**config.mk**
```make
export PLATFORM = sky130hd
export DESIGN_NAME = pulse_player
export DESIGN_NICKNAME = d
export VERILOG_FILES = /design/src/rtl/pulse_player.sv
export SDC_FILE = /design/constraint.sdc
export NUM_CORES = 1
export LEC_CHECK = 0
export CAP_MARGIN = 10
export CORE_MARGIN = 2
export CORE_UTILIZATION = 40
export CTS_CLUSTER_DIAMETER = 60
export DETAILED_ROUTE_END_ITERATION = 10
export PLACE_DENSITY = 0.64
export SKIP_LAST_GASP = 1
export SYNTH_ARGS = -nofsm -noshare
export SYNTH_HDL_FRONTEND = slang
export SYNTH_SLANG_ARGS = --single-unit
```
**constraint.sdc**
```tcl
create_clock -name clk -period 4 [get_ports clk]
set_clock_uncertainty 0.1 [all_clocks]
set_input_delay 0.6 -clock clk [delete_from_list [all_inputs] [get_ports clk]]
set_output_delay 0.6 -clock clk [all_outputs]
set_load 0.05 [all_outputs]
```
**src/rtl/pulse_player.sv**
```systemverilog
// pulse_player: FIFO-fed replay of {level, duration} pulse words on one pin.
// Segments are cycle-exact and back-to-back while words are queued.
module pulse_player #(
   parameter int unsigned DEPTH      = 16,
   parameter logic        IDLE_LEVEL = 1'b0
) (
   input  logic                     clk,
   input  logic                     reset,
   input  logic [31:0]              pulse_data,
   input  logic                     wr,
   output logic                     rdy,
   output logic [$clog2(DEPTH):0]   fifo_count,
   output logic                     pulse_out,
   output logic                     busy,
   output logic                     underrun,
   output logic                     wr_err
);

   localparam int AW = $clog2(DEPTH);
   localparam logic [AW:0] FULL = (AW+1)'(DEPTH);

   localparam logic [0:0] S_IDLE = 1'b0;
   localparam logic [0:0] S_PLAY = 1'b1;

   logic [31:0]   mem [DEPTH];
   logic [AW-1:0] wr_ptr;
   logic [AW-1:0] rd_ptr;
   logic [0:0]    state;
   logic [30:0]   cnt;
   logic          push;
   logic          pop;
   logic          empty;
   logic          seg_end;
   logic [31:0]   head;
   logic [30:0]   head_dur;

   assign rdy      = fifo_count < FULL;
   assign empty    = fifo_count == '0;
   assign push     = wr & rdy;
   assign busy     = state == S_PLAY;
   assign seg_end  = busy && (cnt == 31'd1);
   assign pop      = !empty && (state == S_IDLE || seg_end);
   assign head     = mem[rd_ptr];
   // zero-length words still occupy one cycle
   assign head_dur = (head[30:0] == '0) ? 31'd1 : head[30:0];

   // storage is left unreset so it can map onto block RAM
   always_ff @(posedge clk) begin
      if (reset && push) begin
         mem[wr_ptr] <= pulse_data;
      end
   end

   always_ff @(posedge clk) begin
      if (!reset) begin
         wr_ptr     <= '0;
         rd_ptr     <= '0;
         fifo_count <= '0;
         state      <= S_IDLE;
         cnt        <= '0;
         pulse_out  <= IDLE_LEVEL;
         underrun   <= 1'b0;
         wr_err     <= 1'b0;
      end else begin
         if (push) begin
            wr_ptr <= wr_ptr + AW'(1);
         end
         if (pop) begin
            rd_ptr <= rd_ptr + AW'(1);
         end

         case ({push, pop})
            2'b10:   fifo_count <= fifo_count + (AW+1)'(1);
            2'b01:   fifo_count <= fifo_count - (AW+1)'(1);
            default: fifo_count <= fifo_count;
         endcase

         wr_err   <= wr & ~rdy;
         underrun <= seg_end & empty;

         unique case (state)
            S_IDLE: begin
               if (pop) begin
                  pulse_out <= head[31];
                  cnt       <= head_dur;
                  state     <= S_PLAY;
               end
            end
            S_PLAY: begin
               if (pop) begin
                  pulse_out <= head[31];
                  cnt       <= head_dur;
               end else if (seg_end) begin
                  state <= S_IDLE;
                  cnt   <= '0;
               end else begin
                  cnt <= cnt - 31'd1;
               end
            end
            default: begin
               state <= S_IDLE;
               cnt   <= '0;
            end
         endcase
      end
   end

endmodule
```
==> qor.yml, run 1 <==
outcome:
  outcome: "finished, final reports clean"
timing:
  slew_headroom_pct: 19.8
  rsz0062_at_grt: "no"
  timing.final.max_slew_violations: 0
  finalHoldViolations: 0
  tightest_slew_ns: 1.20
  fin_crit_sh_pct: 89.5
  timing.final.setup_violations: 0
  period_needed_ns: 3.58
  max_freq_ghz: 0.279
  setup-tns-final_ns: 0
die:
  dieWidth_um: 238
  top_level_ports: 45
  dieHeight_um: 238
  floorplan.core_area_um2: 54100
  floorplan.rows: 85
  initial_core_util_pct: 40.6
  dieArea_um2: 56900
critical_path:
  crit_required_ns: 4.43
  timing.reg2reg.setup_slack_ns: 0.42
  timing.critical_path.cells: "or4_4 > or4_4 > o41a_4 > nor3_4 > xor2_1 > ha_1 > a21oi_1 > o21bai_1 > a21oi_1 > mux2i_1 > or3_1 > a21oi_1"
  r2r.worst_path.cells: 12
  critical-path-max-stage-delay_ns: 0.58
  crit_family: "simple AND/OR/NAND/NOR gates"
  cp-start-kind: "register"
  worst_path_most_repeated_cell: "a21oi_1"
  worstReg2RegStart: "cnt[12]$_SDFFE_PN0P_"
  worst_setup_path_end_kind: "register"
  critical_path_class: "reg -> reg"
  crit_fanout: 6
  cpMaxStageDelayCell: "or4_4"
  crit_arrival_ns: 4.01
  path_buf_inv: 0
  r2r-end: "fifo_count[4]$_SDFFE_PN0P_"
yosys:
  yosys_warnings: 0
  number_of_instances_in_the_synthesized_netlist: 1161
  ys_top_cells_by_area: "edfxtp_1 70%, mux4_2 13%, dfxtp_1 4.7%"
  synth_adder_area_share_pct: 0.569
  synth_top_cell_by_area: "edfxtp_1"
  synth-seq-area-share_pct: 74.7
  avgSynthCellArea_um2: 18.9
  yosys.area.top_type_share_pct: 69.9
  yosys.cell_types.count: 47
  synth_top_family_by_area: "multiplexers"
  synth-compound-area-share_pct: 5.07
  synth_xor_xnor_area_share_pct: 0.478
  number_of_synthesized_flops_with_an_enable_pin: 512
  area_fraction_in_and_or_nand_and_nor_cells_after_synthesis_pct: 4.61
  syn_area_um2: 22000
  muxShareOfSynthArea_pct: 13.4
  synth.net_count: 1206
  synth-async-reset-ratio_pct: 0
  ys_ff_latch: 564
  most_used_flip_flop_cell_after_synthesis: "edfxtp_1"
placed_design:
  final_weighted_congestion_in_routability_driven_placement: 0.845
  detailedPlacementHpwl_um: 28500
  numPortBuffers: 44
  place.detailed.instances: 1883
global_route:
  grt-busiest-layer: "met2"
  groute.usage.overall_pct: 17.7
  globalRouteMet2Util_pct: 29.2
  grt_max_degree: 66
  gr-usage-met1_pct: 24.6
  vias_in_the_first_global_route: 11500
  global_route.usage.met3_pct: 3.35
  antenna_violations_before_repair: 2
  wire_length_of_the_first_global_routing_pass_um: 74300
  global_route.overflow_total: 0
route:
  drt-initial-drc-count: 1255
  viasPerCell: 5.71
  wl_per_cell_um: 25.0
  drt-pass1-iter-count: 6
  antenna_violating_nets_post_route: 0
  route.vias.total: 11400
  finalWirelength_um: 49700
  drt_drc_violations_left: 0
cts:
  cts_post_setup_buffers_inserted: 0
  clk-insertion-delay-late_ns: 0.61
  cts_inserted_buffers: 57
  postCtsResizedCells: 0
  number_of_buffers_between_clock_root_and_the_deepest_sink: 3
  h_tree_depth: 2
  clockRootBuffer: "clkbuf_16"
  tritoncts: "built"
  cts_hold_buffers: 0
  clock_net_sink_count: 564
  cts_clk_pin_slew_worst_paths_ns: 0.06
worst_hold_path:
  timing.hold.worst.start: "cnt[1]$_SDFFE_PN0P_"
  hold_end: "cnt[1]$_SDFFE_PN0P_"
  timing.hold.worst_path_depth: 2
  hold_path_class: "reg -> reg"
cells_and_area:
  antennaDiodeCount: 0
  fin_nets: 1291
  layout.core_utilization_pct: 47.1
  fin_cells: 1991
  layout_cells_sized_above_1_pct: 22.0
  syn2layout_area_growth_pct: 15.9
power:
  total_power_uw: 15700
  leakage_uw: 0.00792
  power.density_nw_per_um2: 615
  vdd_ir_drop_max_v: 0.000335
flow_run:
  number_of_max_cap_violations: 0
flip-flops by register name, summed over array words and instances, names as in the netlist, named ones only:
signal / flops
pulse_out: 1
wr_err: 1
cnt: 31
rd_ptr: 4
underrun: 1
wr_ptr: 4
mem: 512
busy: 1
fifo_count: 5
logic make-up after synthesis:
family | Yosys count
flops | 564
simple gates | 212
compound gates | 161
mux | 132
buf+inv | 70
xor+xnor | 12
fa+ha+maj | 10
stage by stage:
step                hold WS (ns)  worst slack [ns]  area (um2)
floorplan                  0.340             0.388       22000
detailed placement         0.363             0.433       23700
finish                     0.371             0.419       25500
CTS                        0.371             0.420       25500
global placement           0.346             0.418       23700
global route               0.417             0.227       25500
cell type report:
class	instances	area, um2
multi-input combinational	527	5430
fill	4469	28600
tap	696	871
clock buffer	70	1500
inverter	9	33.8
sequential	564	16400
timing repair buffer	87	901
clock inverter	38	330
cell usage in the layout, fill, tap and decap left out, drive strengths merged, types with 12 or more instances in the layout:
cell type | netlist | final
mux4 | 130 | 130
clkbuf | 39 | 70
nor4 | 19 | 19
inv | 9 | 12
nor3 | 20 | 20
clkdlybuf4s50 | 0 | 44
dfxtp | 52 | 52
nor2 | 65 | 65
buf | 22 | 43
nand2 | 63 | 63
a21oi | 35 | 35
clkinv | 0 | 29
o21ai | 27 | 27
edfxtp | 512 | 512
a22oi | 65 | 65
worst register-to-register path, cell delays in order (launching register included):
cell,delay [ns]
dfxtp_1,0.36
or4_4,0.58
or4_4,0.54
o41a_4,0.47
nor3_4,0.19
xor2_1,0.09
ha_1,0.20
a21oi_1,0.21
o21bai_1,0.09
a21oi_1,0.15
mux2i_1,0.10
or3_1,0.31
a21oi_1,0.14
cells in the mapped netlist, drive strengths merged, types with 6 or more instances:
| cell type | instances |
|---|---|
| nor3 | 20 |
| or4 | 6 |
| ha | 10 |
| inv | 9 |
| nor2b | 6 |
| dfxtp | 52 |
| nor2 | 65 |
| a22oi | 65 |
| nor4 | 19 |
| mux4 | 130 |
| a221oi | 10 |
| nand2 | 63 |
| o21ai | 27 |
| a21oi | 35 |
| xor2 | 10 |
| clkbuf | 39 |
| buf | 22 |
| or3 | 6 |
| edfxtp | 512 |
metal layers:
metal / vias to the layer above / share of wire, %
met5: - / 0.054
met4: 4 / 2.2
met3: 86 / 6.4
met2: 384 / 49
met1: 5925 / 42
li1: 4975 / -
how the worst max path moves through the flow:
stage | start | endpoint | slack (ns) | cells after the start
floorplan | cnt[12]$_SDFFE_PN0P_ | fifo_count[3]$_SDFFE_PN0P_ | 0.39 | 11
global placement | cnt[12]$_SDFFE_PN0P_ | fifo_count[4]$_SDFFE_PN0P_ | 0.42 | 12
detailed placement | cnt[12]$_SDFFE_PN0P_ | fifo_count[4]$_SDFFE_PN0P_ | 0.43 | 12
CTS | cnt[12]$_SDFFE_PN0P_ | fifo_count[4]$_SDFFE_PN0P_ | 0.42 | 12
global route | cnt[12]$_SDFFE_PN0P_ | fifo_count[4]$_SDFFE_PN0P_ | 0.23 | 12
finish | cnt[12]$_SDFFE_PN0P_ | fifo_count[4]$_SDFFE_PN0P_ | 0.42 | 12
where the power goes:
| group | switching [uW] | leakage (uW) | internal [uW] | total (uW) |
|---|---|---|---|---|
| registers | 308 | 0.00504 | 6680 | 6990 |
| logic | 2070 | 0.00199 | 1480 | 3540 |
| clock network | 2210 | 0.000894 | 2940 | 5150 |
| total | 4590 | 0.00792 | 11100 | 15700 |
No activity file was read; power rests on OpenSTA's default activity.
==> run 2: changes to the inputs <==
CAP_MARGIN = default   (was 10)
CORE_UTILIZATION = 45   (was 40)
PLACE_DENSITY = 0.7   (was 0.64)
==> qor.yml, run 2 (same netlist as run 1, synthesis figures left out) <==
outcome:
  outcome: "finished, final reports clean"
cells_and_area:
  largest_register_ffs: 512  # unchanged
  syn2layout_area_growth_pct: 15.1
  registers.top_by_ff_count: "mem"
  layout_cells_sized_above_1_pct: 21.3  # -0.66 points
  most-common-layout-cells: "512 x edfxtp_1, 130 x mux4_2, 65 x a22oi_1"
  layout.core_utilization_pct: 52.2  # +5.1 points
  final_common_cell: "edfxtp_1"
  ff_latch_area_um2: 16400  # unchanged
  nFillCells: 3733  # -16%
  fin_nets: 1291  # unchanged
  biggestRegsByFlops: "mem (512), cnt (31), fifo_count (5)"
  fin_cells: 1916  # -3.8%
  multi_input_area_um2: 5430  # unchanged
critical_path:
  timing.reg2reg.setup_slack_ns: 0.28  # -0.13 ns
  critical-path-max-stage-delay_ns: 0.58  # about the same
  critical_path_class: "reg -> reg"
  cpMaxStageDelayCell: "or4_4"
  crit_arrival_ns: 4.14  # +0.13 ns
  crit_required_ns: 4.42  # about the same
  crit_family: "simple AND/OR/NAND/NOR gates"
  worst_path_most_repeated_cell: "a21oi_1"
  worst_setup_path_end_kind: "register"
  crit_fanout: 6  # unchanged
  timing.critical_path.cells: "or4_4 > or4_4 > o41a_4 > nor3_4 > xor2_1 > ha_1 > a21oi_1 > o21bai_1 > a21oi_1 > mux2i_1 > or3_1 > a21oi_1"
  cp-start-kind: "register"
  path_buf_inv: 0  # unchanged
power:
  vdd_ir_drop_max_v: 0.000303  # -9.5%
  leakage_uw: 0.00788  # -0.48%
  power.density_nw_per_um2: 618  # +0.42%
worst_hold_path:
  hold_path_class: "reg -> reg"
route:
  route.vias.total: 11600  # +2.0%
  antenna_violating_nets_post_route: 0  # unchanged
  drt-initial-drc-count: 1609  # +28%
  finalWirelength_um: 50900  # +2.3%
  drt_drc_violations_left: 0  # unchanged
  drt-pass1-iter-count: 5  # -1
  wl_per_cell_um: 26.5  # +6.3%
  viasPerCell: 6.05  # +6.0%
die:
  floorplan.core_area_um2: 48500  # -10%
  dieHeight_um: 225  # -5.6%
  top_level_ports: 45  # unchanged
  floorplan.rows: 81  # -4.7%
  dieWidth_um: 225  # -5.6%
  dieArea_um2: 50600  # -11%
  initial_core_util_pct: 45.3  # +4.7 points
placed_design:
  detailedPlacementHpwl_um: 28000  # -2.0%
  place_ws_ns: 0.354  # -0.0790 ns
  numPortBuffers: 44  # unchanged
  place.detailed.instances: 1810  # -3.9%
  final_weighted_congestion_in_routability_driven_placement: 0.857  # +1.5%
global_route:
  wire_length_of_the_first_global_routing_pass_um: 75500  # +1.6%
  vias_in_the_first_global_route: 11700  # +1.7%
  antenna_violations_before_repair: 4  # +2
  global_route.overflow_total: 0  # unchanged
  grt_max_degree: 50  # -24%
  groute.usage.overall_pct: 20.5  # +2.7 points
timing:
  timing.final.max_slew_violations: 0  # unchanged
  rsz0062_at_grt: "no"
  slew_headroom_pct: 13.7  # -6.1 points
  finalHoldViolations: 0  # unchanged
  fin_crit_sh_pct: 92.9  # +3.4 points
  timing.final.setup_violations: 0  # unchanged
  worst_hold_slack_ns: 0.369  # -0.00190 ns
  max_freq_ghz: 0.269  # -3.6%
  setup-tns-final_ns: 0  # unchanged
  period_needed_ns: 3.72  # +0.135 ns
  tightest_slew_ns: 1.29  # +0.0907 ns
  fin_ws_ns: 0.284  # -0.135 ns
cts:
  clk-insertion-delay-late_ns: 0.61  # about the same
  number_of_buffers_between_clock_root_and_the_deepest_sink: 3  # unchanged
  h_tree_depth: 2  # unchanged
  clockRootBuffer: "clkbuf_16"
  cts_inserted_buffers: 56  # -1.8%
  cts_clk_pin_slew_worst_paths_ns: 0.06  # about the same
  postCtsResizedCells: 0  # unchanged
  clock_net_sink_count: 564  # unchanged
  cts_post_setup_buffers_inserted: 0  # unchanged
  cts_hold_buffers: 0  # unchanged
  tritoncts: "built"
flow_run:
  number_of_max_cap_violations: 0  # unchanged
-- run 2: routing by layer --
layer / track usage (%) / vias up / share of wire [%]
li1: - / 4970 / -
met1: 28.4 / 5976 / 40
met2: 32.7 / 527 / 48
met3: 3.81 / 119 / 8.1
met4: 7.56 / 6 / 3.3
met5: 0 / - / 0.063
-- run 2: cell type report --
cell class / instances / area share [%]
antenna: 1 / 0.00988
multi-input combinational: 527 / 21.4
clock buffer: 75 / 5.90
clock inverter: 30 / 1.13
tap: 622 / 3.07
inverter: 9 / 0.133
timing repair buffer: 88 / 3.44
sequential: 564 / 64.9
-- run 2: final timing paths --
kind	startpoint	cells after the start	end
max	cnt[12]$_SDFFE_PN0P_	12	fifo_count[4]$_SDFFE_PN0P_
min	cnt[1]$_SDFFE_PN0P_	2	cnt[1]$_SDFFE_PN0P_
max reg2reg	cnt[12]$_SDFFE_PN0P_	12	fifo_count[4]$_SDFFE_PN0P_
min reg2reg	cnt[1]$_SDFFE_PN0P_	2	cnt[1]$_SDFFE_PN0P_
-- run 2: tightest hold or removal path: stages, from the launching register on --
cell and delay, ns:
dfxtp_1 0.32, nand2_1 0.06, a21oi_1 0.05
-- run 2: through the flow --
stage	total power [uW]	cell area, um2
4_1_cts	15700	25300
3_3_place_gp	10500	23500
5_1_grt	16300	25300
2_1_floorplan	9530	22000
3_5_place_dp	10600	23500
6_report	15600	25300
-- run 2: power by group --
group / internal (uW) / switching (uW)
combinational: 1480 / 2110
sequential: 6680 / 268
clock: 2950 / 2160
